$ cat src/rtl/mfp_ram_stream_pkg.sv
// rtl/mfp_ram_stream_pkg.sv - shared types and constants for the RAM stream reader
package mfp_ram_stream_pkg;

  typedef enum logic [1:0] {
    S_IDLE  = 2'd0,
    S_RUN   = 2'd1,
    S_DRAIN = 2'd2
  } state_t;

  localparam int FIFO_DEPTH = 4;
  localparam int FIFO_AW    = 2;             // pointer width for FIFO_DEPTH entries
  localparam int FIFO_CW    = FIFO_AW + 1;   // occupancy width, holds 0..FIFO_DEPTH

  // Counters hold 0..2^aw words, so they need one bit more than the address.
  function automatic int cnt_width(input int aw);
    return aw + 1;
  endfunction

endpackage

$ cat src/rtl/mfp_ram_stream_reader_if.sv
// rtl/mfp_ram_stream_reader_if.sv - valid/ready output stream bundle
interface mfp_ram_stream_reader_if #(
  parameter int DATA_WIDTH = 16
);
  logic                  out_valid;
  logic                  out_ready;
  logic [DATA_WIDTH-1:0] out_data;
  logic                  out_last;

  modport master (output out_valid, out_data, out_last, input out_ready);
  modport slave  (input out_valid, out_data, out_last, output out_ready);
endinterface

$ cat src/rtl/mfp_stream_fifo.sv
// rtl/mfp_stream_fifo.sv - 4-deep synchronous FIFO of {last, data} words
module mfp_stream_fifo
  import mfp_ram_stream_pkg::*;
#(
  parameter int WIDTH = 17
) (
  input  logic               clk,
  input  logic               rst,
  input  logic               push,
  input  logic [WIDTH-1:0]   push_data,
  input  logic               pop,
  output logic [WIDTH-1:0]   pop_data,
  output logic               full,
  output logic               empty,
  output logic [FIFO_CW-1:0] count
);

  logic [WIDTH-1:0]   mem [FIFO_DEPTH];
  logic [FIFO_AW-1:0] wr_ptr;
  logic [FIFO_AW-1:0] rd_ptr;
  logic [FIFO_CW-1:0] cnt;
  logic               do_pop;
  logic               do_push;

  assign full     = (cnt == FIFO_CW'(FIFO_DEPTH));
  assign empty    = (cnt == '0);
  assign count    = cnt;
  assign pop_data = mem[rd_ptr];

  // A full FIFO still accepts a push when the head leaves in the same cycle.
  assign do_pop  = pop && !empty;
  assign do_push = push && (!full || do_pop);

  // Storage, pointers and occupancy; storage is cleared so the head reads 0 after reset.
  always_ff @(posedge clk) begin
    if (rst) begin
      wr_ptr <= '0;
      rd_ptr <= '0;
      cnt    <= '0;
      for (int i = 0; i < FIFO_DEPTH; i++) mem[i] <= '0;
    end else begin
      if (do_push) begin
        mem[wr_ptr] <= push_data;
        wr_ptr      <= wr_ptr + FIFO_AW'(1);
      end
      if (do_pop) rd_ptr <= rd_ptr + FIFO_AW'(1);
      cnt <= cnt + FIFO_CW'(do_push) - FIFO_CW'(do_pop);
    end
  end

endmodule

$ cat src/rtl/mfp_ram_stream_reader.sv
// rtl/mfp_ram_stream_reader.sv - streams a block of RAM words onto a valid/ready stream
module mfp_ram_stream_reader
  import mfp_ram_stream_pkg::*;
#(
  parameter int ADDR_WIDTH = 10,
  parameter int DATA_WIDTH = 16
) (
  input  logic                  clk,
  input  logic                  rst,
  input  logic                  start,
  input  logic [ADDR_WIDTH-1:0] base_addr,
  input  logic [ADDR_WIDTH:0]   length,
  output logic                  busy,
  output logic                  done,
  output logic [ADDR_WIDTH-1:0] read_addr,
  input  logic [DATA_WIDTH-1:0] read_data,
  mfp_ram_stream_reader_if.master out
);

  localparam int CW = cnt_width(ADDR_WIDTH);

  state_t                state;
  logic [ADDR_WIDTH-1:0] addr_ctr;
  logic [CW-1:0]         issue_cnt;
  logic [CW-1:0]         accept_cnt;
  logic                  v1;
  logic                  v2;
  logic                  last1;
  logic                  last2;

  logic                  fifo_full;
  logic                  fifo_empty;
  logic [FIFO_CW-1:0]    fifo_count;
  logic [DATA_WIDTH:0]   head_word;
  logic [FIFO_CW-1:0]    inflight;
  logic                  credit_ok;
  logic                  issue;
  logic                  handshake;

  // Words already read but not yet in the FIFO still hold a FIFO slot in reserve.
  assign inflight  = FIFO_CW'(v1) + FIFO_CW'(v2);
  assign credit_ok = !fifo_full && ((fifo_count + inflight) < FIFO_CW'(FIFO_DEPTH));
  assign issue     = (state == S_RUN) && (issue_cnt != '0) && credit_ok;
  assign handshake = out.out_valid && out.out_ready;
  assign busy      = (state != S_IDLE);

  assign out.out_valid = !fifo_empty;
  assign out.out_data  = head_word[DATA_WIDTH-1:0];
  assign out.out_last  = head_word[DATA_WIDTH];

  mfp_stream_fifo #(
    .WIDTH(DATA_WIDTH + 1)
  ) u_fifo (
    .clk      (clk),
    .rst      (rst),
    .push     (v2),
    .push_data({last2, read_data}),
    .pop      (handshake),
    .pop_data (head_word),
    .full     (fifo_full),
    .empty    (fifo_empty),
    .count    (fifo_count)
  );

  // Control FSM, read issue, address/count registers and the read-latency pipeline.
  always_ff @(posedge clk) begin
    if (rst) begin
      state      <= S_IDLE;
      addr_ctr   <= '0;
      issue_cnt  <= '0;
      accept_cnt <= '0;
      read_addr  <= '0;
      v1         <= 1'b0;
      v2         <= 1'b0;
      last1      <= 1'b0;
      last2      <= 1'b0;
      done       <= 1'b0;
    end else begin
      done  <= 1'b0;
      v1    <= 1'b0;
      last1 <= 1'b0;
      v2    <= v1;
      last2 <= last1;
      case (state)
        S_IDLE: begin
          if (start) begin
            if (length == '0) begin
              done <= 1'b1;
            end else begin
              // The start cycle issues the first read so it reaches the RAM one cycle later.
              read_addr  <= base_addr;
              addr_ctr   <= base_addr + ADDR_WIDTH'(1);
              issue_cnt  <= length - CW'(1);
              accept_cnt <= length;
              v1         <= 1'b1;
              last1      <= (length == CW'(1));
              state      <= (length == CW'(1)) ? S_DRAIN : S_RUN;
            end
          end
        end
        S_RUN: begin
          if (issue) begin
            read_addr <= addr_ctr;
            addr_ctr  <= addr_ctr + ADDR_WIDTH'(1);
            issue_cnt <= issue_cnt - CW'(1);
            v1        <= 1'b1;
            last1     <= (issue_cnt == CW'(1));
            if (issue_cnt == CW'(1)) state <= S_DRAIN;
          end
          if (handshake) accept_cnt <= accept_cnt - CW'(1);
        end
        S_DRAIN: begin
          if (handshake) begin
            accept_cnt <= accept_cnt - CW'(1);
            if (accept_cnt == CW'(1)) begin
              state <= S_IDLE;
              done  <= 1'b1;
            end
          end
        end
        default: state <= S_IDLE;
      endcase
    end
  end

endmodule
$ cat src/flat_wrapper.sv
// flat-port wrapper written by rule: the top's interface ports become plain ports
module mfp_ram_stream_reader_flat import mfp_ram_stream_pkg::*;
#(
  parameter int ADDR_WIDTH = 10,
  parameter int DATA_WIDTH = 16
)
  (clk, rst, start, base_addr, length, busy, done, read_addr, read_data, out_out_valid, out_out_data, out_out_last, out_out_ready);
  mfp_ram_stream_reader_if #(.DATA_WIDTH(DATA_WIDTH)) out_i ();
  input  logic clk;
  input  logic rst;
  input  logic start;
  input  logic [ADDR_WIDTH-1:0] base_addr;
  input  logic [ADDR_WIDTH:0] length;
  output logic busy;
  output logic done;
  output logic [ADDR_WIDTH-1:0] read_addr;
  input  logic [DATA_WIDTH-1:0] read_data;
  output wire logic [$bits(out_i.out_valid)-1:0] out_out_valid;
  output wire logic [$bits(out_i.out_data)-1:0] out_out_data;
  output wire logic [$bits(out_i.out_last)-1:0] out_out_last;
  input wire logic [$bits(out_i.out_ready)-1:0] out_out_ready;
  assign out_out_valid = out_i.out_valid;
  assign out_out_data = out_i.out_data;
  assign out_out_last = out_i.out_last;
  assign out_i.out_ready = out_out_ready;
  mfp_ram_stream_reader #(.ADDR_WIDTH(ADDR_WIDTH), .DATA_WIDTH(DATA_WIDTH)) u_core (.clk(clk), .rst(rst), .start(start), .base_addr(base_addr), .length(length), .busy(busy), .done(done), .read_addr(read_addr), .read_data(read_data), .out(out_i));
endmodule
$ cat config.mk
export PLATFORM = sky130hd
export DESIGN_NAME = mfp_ram_stream_reader_flat
export DESIGN_NICKNAME = d
export VERILOG_FILES = /design/src/rtl/mfp_ram_stream_pkg.sv /design/src/rtl/mfp_ram_stream_reader_if.sv /design/src/rtl/mfp_stream_fifo.sv /design/src/rtl/mfp_ram_stream_reader.sv /design/src/flat_wrapper.sv
export SDC_FILE = /design/constraint.sdc
export NUM_CORES = 1
export LEC_CHECK = 0
export ABC_AREA = 1
export CORE_AREA = 2 2 117 119
export DETAILED_ROUTE_END_ITERATION = 12
export DIE_AREA = 0 0 119 121
export GPL_TIMING_DRIVEN = 0
export MAX_ROUTING_LAYER = met4
export PLACE_DENSITY = 0.83
export RECOVER_POWER = 25
export SLEW_MARGIN = 25
export SYNTH_ARGS = -nofsm -noshare
export SYNTH_HDL_FRONTEND = slang
export SYNTH_SLANG_ARGS = --single-unit
$ cat constraint.sdc
create_clock -name clk -period 2.3 [get_ports clk]
set_input_delay 0.46 -clock clk [delete_from_list [all_inputs] [get_ports clk]]
set_output_delay 0.46 -clock clk [all_outputs]
set_load 0.01 [all_outputs]
== Word-level counts from Yosys, hierarchy flattened ==
Memories as Yosys holds them, arrays and structs flattened. A register that Yosys moved wholly into a read port is not among the register bits.
Index checks and enable logic that the tools add are counted.
Cells by class
  muxes and demuxes: 47
  reduce and logical (&&, ||, !) cells: 21
  add/subtract/negate cells: 11
  equality and inequality tests: 13
  order comparisons: 1
Operators by type and width (count)
  $mux W11: 6
  $mux W10: 6
  $pmux W11 S2: 2
  $pmux W10 S2: 2
  $eq A11 B1 Y1 const B: 3
  $sub A11 B1 Y11 const B: 3
  $add A10 B1 Y10 const B: 2
  $mux W2: 10
  $mux W17: 1
  $reduce_or A17 Y1: 1
  $mux W1: 16
  $logic_not A11 Y1: 1
  $reduce_bool A11 Y1: 1
  $ne A2 B2 Y1 const B: 4
  $reduce_and A4 Y1: 2
  $logic_and A1 B1 Y1: 6
  $ne A2 B1 Y1 const B: 3
  $pmux W1 S2: 3
  $pmux W2 S3: 1
  $reduce_and A6 Y1: 1
  $reduce_bool A2 Y1: 3
  $add A2 B1 Y2 const B: 2
  $add A3 B1 Y3: 1
  $add A3 B3 Y3: 1
  11 further kinds: 12
Storage, ports and cells
  memories kept: 1
  register bits: 56
  output and inout port bits: 30
  memory bits (writable): 68
Memories
  u_core.u_fifo.mem: words 4, width 17, rd ports 1, clocked after memory_dff 1, write ports 4, RTL line mfp_stream_fifo.sv:18  | logic [WIDTH-1:0] mem [FIFO_DEPTH];

== Depth between registers and ports, before layout ==
  depth after elaboration: 11
  mapped depth: 14

== Modules after synthesis ==
Synthesis repeated with hierarchy kept, for this count alone.
Unflattened totals
  cells, all modules: 909
  area total of the unflattened synthesis: 6924.1 µm²
Modules (own cells, without submodules)
  mfp_stream_fifo: cells an instance 332, area each 3480.8 µm², sequential area each 2222.1 µm², instances 1
  mfp_ram_stream_reader: cells an instance 577, area each 3443.3 µm², sequential area each 980.9 µm², instances 1

== Worst setup path after synthesis ==
OpenSTA, ideal clock, no wires.
  path type: reg-to-reg
  from: register u_core.u_fifo.cnt[1], in the netlist u_core.u_fifo.count[1]
  to: memory u_core.u_fifo.mem[3][0] (enable)
  setup time: 418 ps
  path slack: -137 ps
  period minus slack after synthesis: 2437 ps
  path buffers: 0
  data required time: 1882 ps
  arrival: 2019 ps
  stages on the path, launching flop included: 5
  cells stage by stage: dfxtp_1 > nor3_2 > nand2_1 > nand2_1 > o31ai_1
RTL lines
  start, declared: RTL line mfp_stream_fifo.sv:21  | logic [FIFO_CW-1:0] cnt;
  start signal, assigned: RTL line mfp_stream_fifo.sv:47  | cnt <= cnt + FIFO_CW'(do_push) - FIFO_CW'(do_pop);
  end, declared: RTL line mfp_stream_fifo.sv:18

==> impl_metrics.csv <==
group,metric,value,unit
synth,syn_inst,855,
grt,antenna_found_initial,0,
drt,top_layer,"met4",
floorplan,fp-row-count,42,
synth,synth-simple-area-share,25.8,%
drt,wl_met3,916,um
grt,grtUsageTotal,24.4,%
cts,cts_hold_buf,0,
cells_and_area,final_common_cell,"nor2_1",
power_and_ir_drop,finalPower,10.5,mW
drt,route.met2.wl,8330,um
synth,synth-async-reset-ratio,0,%
timing,slew_viol_final,0,
drt,wl,16400,um
drt,vias,5967,
hold_path,whs_path_depth,2,
synth,synth_flop_cell,"edfxtp_1",
critical_path,worstSetupStartpointType,"register",
floorplan,die-area,14400,um2
critical_path,critPathCaptureType,"output pin",
cells_and_area,design_area,8350,um2
floorplan,die_h,121,um
synth,synthDistinctLibCells,40,
drt,drt_iter0_drc,637,
cts,clkSlewWorstSetupHoldPaths,60,ps
grt,grt_overflow,0,
grt,grt_pass1_vias,5677,
cts,cts.sinks,126,
cts,cts_max_level,4,
hold_path,hold_path.class,"register to register",
cts,clock_latency,420,ps
timing,min_period,2150,ps
cts,cts_buffers,17,
power_and_ir_drop,leakage,3.55,nW
placement,port_buffers,69,
timing,hold_ws,403,ps
synth,syn_area,6640,um2
job,max_cap_viol_count,0,
floorplan,die_w,119,um
timing,rsz0062_at_grt,"false",
placement,dp_hpwl,11300,um
synth,synth-seq-cells,126,
timing,fin_crit_sh,93.3,%
drt,wire_per_inst,14.5,um
drt,firstDrtPassIters,5,
grt,grt_max_degree,18,
floorplan,core,13100,um2
timing,max_slew_margin,44.2,%
drt,route.detailed.drc,0,
placement,placed_cell_area,7610,um2
timing,worst_pin_slew,837,ps
critical_path,crit_path_max_fanout,10,
floorplan,start_util,50.7,%
cells_and_area,antenna_cells,0,
run_status,outcome,"completed",
synth,synth_top_family_by_area,"simple AND/OR/NAND/NOR gates",
cells_and_area,fill_cells,1087,
synth,synth_edf_count,68,
cells_and_area,drive_above_1_share,10.1,%
critical_path,cp.required,1840,ps
synth,synth_seq_area_share,48.2,%
critical_path,criticalPathCategory,"register to output pin",
critical_path,reg2reg_depth,10,
timing,hold_viol_final,0,
power_and_ir_drop,powerDensity,1260,nW/um2
synth,synth_xor_area_share,1.58,%
critical_path,cp.arrival,1690,ps
cts,cts_tree,"built",
timing,timing.fmax,0.466,GHz
drt,postRouteAntennaNets,0,
drt,viasPerCell,5.26,
synth,synth_nets,911,
timing,setup_viol,0,
synth,syn_avg_cell_area,7.77,um2
timing,finClkSkew,10.8,ps
cells_and_area,final_cell_mix,"nor2_1, nand2_1, inv_1, edfxtp_1, o21ai_0",
critical_path,worst-r2r-setup-slack,210,ps
synth,synth_compound_area_share,12.5,%
synth,yosysWarnings,0,
cells_and_area,syn2layout_area_growth,25.7,%
cts,clock_path_buffers,2,
cells_and_area,fin_nets,1002,
drt,wl_met1,6920,um
synth,synthAdderAreaFrac,2.94,%
floorplan,io_pins,71,
placement,gp_congestion,0.934,
grt,grt_pass1_wl,26900,um
cts,cts_root_buf,"clkbuf_16",
power_and_ir_drop,peakVddDrop,0.000679,V
synth,synth_mux_area_share,0,%
==> through the flow <==
| stage | setup slack, ps | instances | TNS (ps) | utilization, % |
|---|---|---|---|---|
| after CTS | 5.05 | 1134 | 0 | 63.5 |
| after floorplan | 214 | 855 | 0 | - |
| after global routing | 57.9 | 1135 | 0 | 63.8 |
| after global placement | -793 | 1100 | -56390 | 57.7 |
| final | 153 | 1135 | 0 | 63.8 |
| after detailed placement | -916 | 1103 | -32590 | 58.2 |
==> timing repair <==
item,in CTS,in global routing
resized for setup,49,10
endpoints found under the setup margin,35,33
buffers inserted,0,1
endpoints found under the hold margin,0,0
==> worst paths after layout <==
check | start | to
max | register | out_out_data[15]
min | u_core.last1 | u_core.last2
max reg2reg | u_core.u_fifo.count[2] | u_core.u_fifo.mem[0][0]
min reg2reg | u_core.last1 | u_core.last2
==> report_power, final <==
part | switching (mW) | total (mW) | leakage, nW | internal [mW]
logic | 2.83 | 4.55 | 2.07 | 1.72
clock network | 0.996 | 2.81 | 0.300 | 1.81
registers | 0.305 | 3.14 | 1.18 | 2.84
==> routing by layer <==
layer	vias up	GRT usage, %
li1	2972	-
met1	2775	28.3
met2	193	42.7
met3	27	5.08
met4	0	7.66
met5	-	-
==> registers in the layout, indices dropped and copies added, names as in the netlist, named ones only <==
name	flops
u_core.u_fifo.mem	68
u_core.accept_cnt	11
u_core.issue_cnt	11
u_core.addr_ctr	10
u_core.read_addr	10
u_core.u_fifo.count	3
u_core.state	2
u_core.u_fifo.rd_ptr	2
u_core.u_fifo.wr_ptr	2
u_core.done	1
u_core.last1	1
u_core.last2	1
u_core.v1	1
u_core.v2	1
==> layout make-up <==
| type | count | area (um2) | share of cell area [%] |
|---|---|---|---|
| Inverter | 108 | 410 | 4.92 |
| Tap cell | 176 | 220 | 2.64 |
| Clock inverter | 14 | 190 | 2.28 |
| Clock buffer | 18 | 429 | 5.14 |
| Multi-Input combinational cell | 584 | 2890 | 34.6 |
| Sequential cell | 126 | 3210 | 38.5 |
| Timing Repair Buffer | 73 | 734 | 8.80 |
| Buffer | 36 | 264 | 3.16 |
==> worst max-delay path, stage by stage, from the launching register on <==
cell and delay (ps):
dfxtp_4 410, inv_4 70, clkbuf_8 170, o21ai_0 200, o22ai_1 130, dlygate4sd2_1 300
==> cells in the mapped netlist (4+ instances only) <==
library cell	instances	area [um2]
nand2_2	5	31.3
nand2_1	153	574
buf_2	10	50.1
edfxtp_1	68	2040
clkbuf_1	19	71.3
nand4_1	5	31.3
dfxtp_1	58	1160
buf_6	4	45.0
nor2_1	167	627
o21ai_1	4	20.0
xor2_1	10	87.6
inv_2	5	18.8
nand3_1	61	305
o21ai_0	66	330
o22ai_1	18	113
a21oi_1	41	205
ha_1	14	175
inv_1	101	379
a21oi_2	8	70.1
==> cells by family (layout without fill, tap and decap cells) <==
family | after synthesis | after routing
adders and majority gates | 15 | 15
DFF | 126 | 126
and+or+nand+nor | 409 | 409
buffers and inverters | 145 | 249
xor gates and xnor gates | 12 | 12
AOI/OAI and AO/OA | 148 | 148
Power figures use the tool's default switching activity.
